**config.mk**
```make
export PLATFORM = sky130hd
export DESIGN_NAME = gate_sweep_ctrl
export DESIGN_NICKNAME = d
export VERILOG_FILES = /design/src/rtl/gate_sweep_pkg.sv /design/src/rtl/gate_golden_model.sv /design/src/rtl/gate_sweep_ctrl.sv
export SDC_FILE = /design/constraint.sdc
export NUM_CORES = 1
export LEC_CHECK = 0
export ABC_CLOCK_PERIOD_IN_PS = 1950
export BUFFER_PORTS_ARGS = -buffer_cell sky130_fd_sc_hd__buf_2
export CORE_UTILIZATION = 41
export CTS_BUF_LIST = sky130_fd_sc_hd__clkbuf_8
export DETAILED_ROUTE_END_ITERATION = 12
export PLACE_DENSITY = 0.62
export SKIP_LAST_GASP = 1
export SLEW_MARGIN = 20
export SYNTH_ARGS = -nofsm -noshare
export SYNTH_HDL_FRONTEND = slang
export SYNTH_SLANG_ARGS = --single-unit
```
**constraint.sdc**
```tcl
create_clock -name clk -period 1.95 [get_ports clk]
set_input_delay 0.195 -clock clk [delete_from_list [all_inputs] [get_ports clk]]
set_output_delay 0.195 -clock clk [all_outputs]
set_load 0.01 [all_outputs]
```
**src/rtl/gate_sweep_pkg.sv**
```systemverilog
// Shared definitions for the gate datapath sweep checker: widths, FSM encoding
// and the golden function of the 3-input gate, x = (A&B)|~C, y = ~C.
package gate_sweep_pkg;

  localparam int VEC_W = 3;
  localparam int RES_W = 2;

  localparam logic [VEC_W-1:0] LAST_VEC = 3'd7;

  typedef enum logic [2:0] {
    ST_IDLE   = 3'd0,
    ST_APPLY  = 3'd1,
    ST_SETTLE = 3'd2,
    ST_SAMPLE = 3'd3,
    ST_DONE   = 3'd4
  } sweep_state_e;

  // vec = {C, B, A}; result = {y, x}
  function automatic logic [RES_W-1:0] golden_res(input logic [VEC_W-1:0] vec);
    logic x;
    logic y;
    y = ~vec[2];
    x = (vec[0] & vec[1]) | y;
    return {y, x};
  endfunction

endpackage

```
**src/rtl/gate_golden_model.sv**
```systemverilog
// Combinational reference for the gate datapath; the sweep controller compares
// the real datapath result against this in its SAMPLE cycle.
module gate_golden_model
  import gate_sweep_pkg::*;
(
  input  logic [VEC_W-1:0] vec_i,
  output logic [RES_W-1:0] exp_res_o
);

  assign exp_res_o = golden_res(vec_i);

endmodule

```
**src/rtl/gate_sweep_ctrl.sv**
```systemverilog
// Sweep sequencer and self-checker: walks ABC = 0..7 across the gate datapath,
// waits SETTLE_CYCLES, samples x/y and accumulates pass/fail information.
module gate_sweep_ctrl
  import gate_sweep_pkg::*;
#(
  parameter int SETTLE_CYCLES = 2,
  parameter int SETTLE_W      = 4
) (
  input  logic             clk,
  input  logic             rst,
  input  logic             start,
  input  logic             abort,
  input  logic             cont,
  output logic [VEC_W-1:0] vec_out,
  output logic             vec_valid,
  input  logic [RES_W-1:0] res_in,
  output logic             busy,
  output logic             done,
  output logic             pass,
  output logic [3:0]       err_count,
  output logic [VEC_W-1:0] first_fail_vec,
  output logic             first_fail_valid
);

  if (SETTLE_CYCLES < 0 || SETTLE_CYCLES > 15 || (2 ** SETTLE_W) <= SETTLE_CYCLES) begin : g_param_check
    $error("gate_sweep_ctrl: SETTLE_CYCLES must be 0..15 and fit in SETTLE_W bits");
  end

  localparam logic [2:0] IDLE   = ST_IDLE;
  localparam logic [2:0] APPLY  = ST_APPLY;
  localparam logic [2:0] SETTLE = ST_SETTLE;
  localparam logic [2:0] SAMPLE = ST_SAMPLE;
  localparam logic [2:0] DONE   = ST_DONE;

  // Terminal settle count; unreachable when SETTLE_CYCLES is 0 because APPLY skips SETTLE.
  localparam logic [SETTLE_W-1:0] SETTLE_LAST =
    SETTLE_W'((SETTLE_CYCLES > 0) ? SETTLE_CYCLES - 1 : 0);

  logic [2:0]          state_q,     state_d;
  logic [VEC_W-1:0]    vec_q,       vec_d;
  logic [SETTLE_W-1:0] settle_q,    settle_d;
  logic [3:0]          err_q,       err_d;
  logic [VEC_W-1:0]    ff_vec_q,    ff_vec_d;
  logic                ff_valid_q,  ff_valid_d;
  logic                pass_q,      pass_d;
  logic                vec_valid_q, vec_valid_d;
  logic                busy_q,      busy_d;
  logic                done_q,      done_d;

  logic [RES_W-1:0]    exp_res;
  logic                mismatch;

  gate_golden_model u_golden (
    .vec_i     (vec_q),
    .exp_res_o (exp_res)
  );

  assign mismatch = (res_in != exp_res);

  always_comb begin
    // NOTE: every variable gets a default before the case so no path leaves it
    // unassigned; a missing default here would infer a latch.
    state_d    = state_q;
    vec_d      = vec_q;
    settle_d   = settle_q;
    err_d      = err_q;
    ff_vec_d   = ff_vec_q;
    ff_valid_d = ff_valid_q;
    pass_d     = pass_q;

    case (state_q)
      IDLE: begin
        if (start && !abort) begin
          state_d    = APPLY;
          vec_d      = '0;
          err_d      = '0;
          pass_d     = 1'b0;
          ff_vec_d   = '0;
          ff_valid_d = 1'b0;
        end
      end

      APPLY: begin
        settle_d = '0;
        state_d  = (SETTLE_CYCLES == 0) ? SAMPLE : SETTLE;
      end

      SETTLE: begin
        if (settle_q == SETTLE_LAST) begin
          state_d = SAMPLE;
        end else begin
          settle_d = settle_q + 1'b1;
        end
      end

      SAMPLE: begin
        if (mismatch) begin
          err_d = err_q + 4'd1;
          if (!ff_valid_q) begin
            ff_vec_d   = vec_q;
            ff_valid_d = 1'b1;
          end
        end
        if (vec_q == LAST_VEC) begin
          state_d = DONE;
          // Uses err_d so the last vector's compare is part of the verdict.
          pass_d  = (err_d == 4'd0);
        end else begin
          vec_d   = vec_q + 3'd1;
          state_d = APPLY;
        end
      end

      DONE: begin
        if (cont) begin
          state_d    = APPLY;
          vec_d      = '0;
          err_d      = '0;
          ff_vec_d   = '0;
          ff_valid_d = 1'b0;
        end else begin
          state_d = IDLE;
          vec_d   = '0;
        end
      end

      default: begin
        state_d = IDLE;
        vec_d   = '0;
      end
    endcase

    // Abort overrides whatever the state decided, but keeps the error record.
    if (abort && state_q != IDLE) begin
      state_d    = IDLE;
      vec_d      = '0;
      pass_d     = 1'b0;
      err_d      = err_q;
      ff_vec_d   = ff_vec_q;
      ff_valid_d = ff_valid_q;
    end

    vec_valid_d = (state_d == APPLY) || (state_d == SETTLE) || (state_d == SAMPLE);
    busy_d      = (state_d != IDLE);
    done_d      = (state_d == DONE);
  end

  always_ff @(posedge clk) begin
    if (rst) begin
      // NOTE: all state here is a handful of control flops with defined reset
      // values; nothing is memory-like, so everything is reset.
      state_q     <= IDLE;
      vec_q       <= '0;
      settle_q    <= '0;
      err_q       <= '0;
      ff_vec_q    <= '0;
      ff_valid_q  <= 1'b0;
      pass_q      <= 1'b0;
      vec_valid_q <= 1'b0;
      busy_q      <= 1'b0;
      done_q      <= 1'b0;
    end else begin
      // NOTE: non-blocking assignments so every flop samples pre-edge values.
      state_q     <= state_d;
      vec_q       <= vec_d;
      settle_q    <= settle_d;
      err_q       <= err_d;
      ff_vec_q    <= ff_vec_d;
      ff_valid_q  <= ff_valid_d;
      pass_q      <= pass_d;
      vec_valid_q <= vec_valid_d;
      busy_q      <= busy_d;
      done_q      <= done_d;
    end
  end

  assign vec_out          = vec_q;
  assign vec_valid        = vec_valid_q;
  assign busy             = busy_q;
  assign done             = done_q;
  assign pass             = pass_q;
  assign err_count        = err_q;
  assign first_fail_vec   = ff_vec_q;
  assign first_fail_valid = ff_valid_q;

endmodule
```
# Word level (Yosys, flattened, before mapping)
# Cells that the tools add are included.
[classes]
n_addsub = 3
n_eq_ne = 18
mux = 26
bitwise = 5
n_reduce_logical = 20
[ops]
columns = ["op", "count"]
rows = [
  ["two-way mux 3 bit", 9],
  ["two-way mux 4 bit", 5],
  ["case mux 3 bit (3 select lines)", 2],
  ["case mux 3 bit (5 select lines)", 1],
  ["!= test 2 bit, second input constant", 7],
  ["== test 3 x 2 -> 1 bit, second input constant", 4],
  ["case mux 4 bit (3 select lines)", 1],
  ["== test 3 bit, second input constant", 3],
  ["nonzero test 3 bit", 3],
  ["adder 4 x 1 -> 4 bit, second input constant", 2],
  ["case mux 4 bit (2 select lines)", 1],
  ["== test 3 x 1 -> 1 bit, second input constant", 2],
  ["AND reduction 3 bit", 2],
  ["AND reduction 6 bit", 1],
  ["two-way mux 1 bit", 5],
  ["AND reduction 5 bit", 1],
  ["== test 4 x 1 -> 1 bit, second input constant", 1],
  ["logical NOT 4 bit", 1],
  ["AND reduction 4 bit", 1],
  ["nonzero test 2 bit", 2],
  ["OR reduction 2 bit", 2],
  ["adder 3 x 1 -> 3 bit, second input constant", 1],
  ["logical NOT 3 bit", 1],
  ["inverter 1 bit", 3],
  ["other kinds (9)", 11],
]
[word_totals]
ff_bits = 22
in_bits = 7
output_inout_bits = 15
word_cells = 82

# Longest topological paths before layout
[logic_depth]
word_depth = 8
depth_mapped = 7
ltp_nobuf = 7

# Cells and area by module
# From an unflattened synthesis, not the netlist that was laid out.
[unflattened]
hier_cells = 130
hier_area_um2 = 1154.9
[by_module_without_submodules]
columns = ["module", "n_inst", "cells_per_inst", "area_per_inst_um2", "seq_area_each_um2"]
rows = [
  ["gate_sweep_ctrl", 1, 128, 1141.1, 440.4],
  ["gate_golden_model", 1, 2, 13.8, 0.0],
]

# Least setup slack after synthesis
# Ideal clock, no wire load.
[synth_timing]
kind = "reg2reg"
from = "reg vec_q[0] (netlist: vec_out[0])"
to = "reg err_q[2] (netlist: err_count[2])"
setup_ps = 75
arrival_time_ps = 1709
required_ps = 1875
setup_slack_ps = 166
stages_incl_launch_ff = 8
path_buffers = 0
synth_period_minus_slack_ps = 1784
cell_sequence = "dfxtp_1 > ha_1 > inv_1 > ha_1 > xnor2_2 > o21ai_1 > or4_1 > o22ai_1"
[synth_between]
elab_chain_len = 6
[synth_rtl]
columns = ["element", "line", "source"]
rows = [
  ["start, declared", "gate_sweep_ctrl.sv:40", "logic [VEC_W-1:0] vec_q, vec_d;"],
  ["start signal, assigned", "gate_sweep_ctrl.sv:165", "vec_q <= vec_d;"],
  ["bitwise AND 1 bit", "gate_sweep_pkg.sv:23", "x = (vec[0] & vec[1]) | y;"],
  ["OR 1 bit", "gate_sweep_pkg.sv:23", ""],
  ["!= test 2 bit", "gate_sweep_ctrl.sv:58", "assign mismatch = (res_in != exp_res);"],
  ["two-way mux 4 bit", "gate_sweep_ctrl.sv:97", "if (mismatch) begin"],
  ["two-way mux 4 bit", "gate_sweep_ctrl.sv:71", "case (state_q)"],
  ["case mux 4 bit (3 select lines)", "gate_sweep_ctrl.sv:71", ""],
  ["end signal, assigned", "gate_sweep_ctrl.sv:167", "err_q <= err_d;"],
  ["end, declared", "gate_sweep_ctrl.sv:42", "logic [3:0] err_q, err_d;"],
]
# Every way passes these cells. The select of a mux whose other input is x is not followed.
# A chain may end at the register's enable or synchronous reset.

# Worst setup path after layout
# Ends and elaborated chain as after synthesis.

==> metrics <==
run status complete, but fails checks; Die ar. 3340 µm²; fraction of the yosys area taken by sequential cells 34.5%; type of destination of the critical path flip-flop; clock-pin slew on the worst setup and hold paths around 0.090 ns; Post-Synthesis Cells 146; predominant post-synthesis flop cell dfxtp_1; buffer cell driving the clock tree root clkbuf_8; portion of total power attributed to combinational logic a little under an eighth; average footprint of a synthesized cell about 8.7 µm²; time the worst path needs with I/O delays and setup approximately 1.9 ns; ys async rst share 0%; maximum vdd ir drop between 0.0004 and 0.0005 V; net count after synthesis between 150 and 200; share of total power consumed by net switching 23.1%; Syn Std Cell Area 1280 µm²; starting utilization of the core area around 45%; post-synthesis cell type with the largest combined area dfxtp_1; Max Clk Rate ~530 MHz; worst-case clock skew ~0.0052 ns; Warnings, synthesis 0; Placed Area around 1400 µm²; cell family contributing the most delay on the critical path simple AND/OR/NAND/NOR gates; post-route insts no fill approximately 200; clock buffer count from CTS 3; length in cells of the worst reg-to-reg path 7; worst endpoint data arrival time a little over 2 ns; Detailed Place HPWL 2120 µm; worst hold slack after final layout 0.222 ns; worst rel slew slack about 68%; number of I/O port buffers 21; slowest cell delay on critical path approximately 0.4 ns; Levels on crit path 7; largest net degree at the start of global routing 14; Worst path slowest cell or4_1; # placed instances 195; P per Cell Area approximately 680 nW/µm²; Setup Fix Bufs, Post-CTS 0; top cell type's share of synthesized area roughly a third; cell types with the largest area share after synthesis dfxtp_1, ha_1, a21oi_1, o21ai_0, nor2_1; violated checks design-rule violations; Clock Sinks 22; Layout area overhead 17.2%; number of design-rule violations left by the first detailed-router iteration 44; final setup violation count 0; Die Wd approximately 58 µm; number of vias per cell after detailed routing 5.74; LEAKAGE ~0.67 nW; internal power component between 0.7 and 0.8 mW; clock tree from TritonCTS yes; Clk network pwr share about two fifths; layout cells sized above 1 between 20% and 30%; latest clock arrival within the worst-skew pair around 0.26 ns; count of inserted antenna diode cells 0; per-cell routed wire length 14.7 µm; crit-path most repeated cell ha_1; die outline height between 50 and 60 µm; critical setup path kind flip-flop to flip-flop; max capacitance violation total 0; CTS Hold Buffers Added 0; fin crit share between 90% and 100%; count of flip-flops with a built-in enable after synthesis 0; total number of vias 1,143; RSZ-0062 raised after global routing true; residual DRC count 1; I/O pin cnt 22; total routing resource utilization after global routing approximately a fifth; critical path launch point type flip-flop; number of hold violations in the final report 0; row count 19; final antenna-violating net count 0; total of flip-flops plus latches after synthesis 22; DRT Wirelength ~2900 µm; antenna violations before repair 0; Slew Viols, Final 0; Core Region roughly 2900 µm²; count of buffer and inverter cells on the critical path 1; via count of the first global-routing pass 1,094; first-pass GRT wire length 4960 µm; Critical Path RT approximately 2.1 ns; Flop pwr share around 46%; Final GP Congestion around 0.92; worst hold stages 2; H-tree depth 1; aggregate global routing overflow 0; Nets between 150 and 200; area of all placed cells without fillers 1500 µm²; power dissipated by switching net loads between 0.2 and 0.25 mW; largest fanout on the critical path 6; Distinct cells, synth 50; Worst-Margin Slew about 0.48 ns; Min-Delay Path Class primary input to flip-flop; crit-path cells ha_1 -> inv_1 -> ha_1 -> xnor2_2 -> o21ai_2 -> or4_1 -> o22ai_1; detailed-routing iteration count for the pre-antenna-repair pass 9; largest buffer count on any clock path 2
-- layout make-up --
type / count / area [µm²]
fill: 259 / 1360
multi-input combinational: 108 / 769
sequential: 22 / 443
timing repair buffer: 26 / 143
clock buffer: 3 / 41.3
tap: 31 / 38.8
clock inverter: 1 / 30.0
inverter: 8 / 30.0
-- placed cells by master (no fill, tap or decap), drive strengths merged, types with 2 or more instances in the layout --
| cell | Yosys | final |
|---|---|---|
| nor2b | 4 | 4 |
| nor3 | 6 | 6 |
| o21ai | 10 | 10 |
| a31oi | 2 | 2 |
| o32ai | 2 | 2 |
| or2 | 3 | 3 |
| ha | 6 | 6 |
| xnor2 | 3 | 3 |
| and2 | 2 | 2 |
| o211ai | 2 | 2 |
| mux2i | 3 | 3 |
| a211oi | 3 | 3 |
| a31o | 2 | 2 |
| o21bai | 4 | 4 |
| o2bb2ai | 3 | 3 |
| clkbuf | 2 | 3 |
| nor3b | 3 | 3 |
| inv | 7 | 7 |
| buf | 6 | 26 |
| nand2 | 6 | 6 |
| o21a | 3 | 3 |
| nand3 | 3 | 3 |
| dfxtp | 22 | 22 |
| nand2b | 2 | 2 |
| a21oi | 8 | 8 |
| nor2 | 10 | 10 |
| or3 | 2 | 2 |
| a32oi | 3 | 3 |
-- metal layers --
layer  vias up  wire (µm)  part of all wire [%]  track usage (%)
met5         -          0                     0                0
li1        579          -                     -                -
met2        17       1300                    44             31.2
met1       545       1550                    53             26.4
met3         2         60                   2.0             2.68
met4         0         17                  0.58             5.10
-- logic make-up after synthesis --
logic type	share of synthesized area, %
buffers and inverters	6.08
XOR/XNOR	3.92
adder cells (fa/ha/maj)	5.88
flip-flops	34.5
AO/OA/AOI/OAI	25.9
AND/OR/NAND/NOR	21.4
multiplexers	2.35
-- stage by stage --
stage,util [%],setup WS (ns),TNS (ns),total power [mW]
finish,52.4,0.0718,0,1.02
floorplan,-,0.166,0,0.565
global route,52.4,-0.0268,-0.0268,1.06
detailed placement,49.4,0.0414,0,0.596
CTS,51.9,0.0255,0,1.03
global placement,49.4,0.119,0,0.594
-- power groups by stage --
stage	Clock, mW	Sequential, mW	Combinational (mW)
2_1_floorplan	0	0.479	0.0857
6_report	0.428	0.472	0.119
4_1_cts	0.443	0.471	0.115
3_5_place_dp	0	0.482	0.114
3_3_place_gp	0	0.482	0.112
5_1_grt	0.457	0.474	0.131
-- registers in the layout (all words and copies together), names as in the netlist --
signal	count
busy	1
done	1
first_fail_valid	1
settle_q	4
vec_valid	1
state_q	3
pass	1
vec_out	3
err_count	4
first_fail_vec	3
-- path summary, 6_finish.rpt --
path / startpoint / to / slack [ns]
setup / recovery: vec_out[0]$_SDFFE_PP0P_ / err_count[2]$_SDFFE_PP0P_ / 0.07
hold / removal: rst / settle_q[0]$_SDFFE_PP0P_ / 0.22
setup reg to reg: vec_out[0]$_SDFFE_PP0P_ / err_count[2]$_SDFFE_PP0P_ / 0.07
hold reg to reg: first_fail_vec[0]$_SDFFE_PP0P_ / first_fail_vec[0]$_SDFFE_PP0P_ / 0.45
-- repair_timing --
action / in CTS / in global routing
setup endpoints to repair: 1 / 8
hold endpoints to repair: 0 / 0
pin swaps: 1 / 1
gates resized for setup: 0 / 5
-- cells in the mapped netlist (2+ instances only) --
cell and count:
o21a_1 3, nor3_1 6, nand2_1 6, ha_1 6, and2_1 2, mux2i_1 3
nor2_1 10, o2bb2ai_1 3, dfxtp_1 22, o211ai_1 2, a32oi_1 3, or2_1 2
o21ai_1 2, a21oi_1 8, nor2b_1 4, inv_1 7, nand3_1 3, o21bai_1 4
o32ai_1 2, a211oi_1 3, buf_2 4, o21ai_0 8, xnor2_2 2, nor3b_1 2
or3_1 2, nand2b_1 2, a31oi_1 2
(Power assumes the default switching activity.)
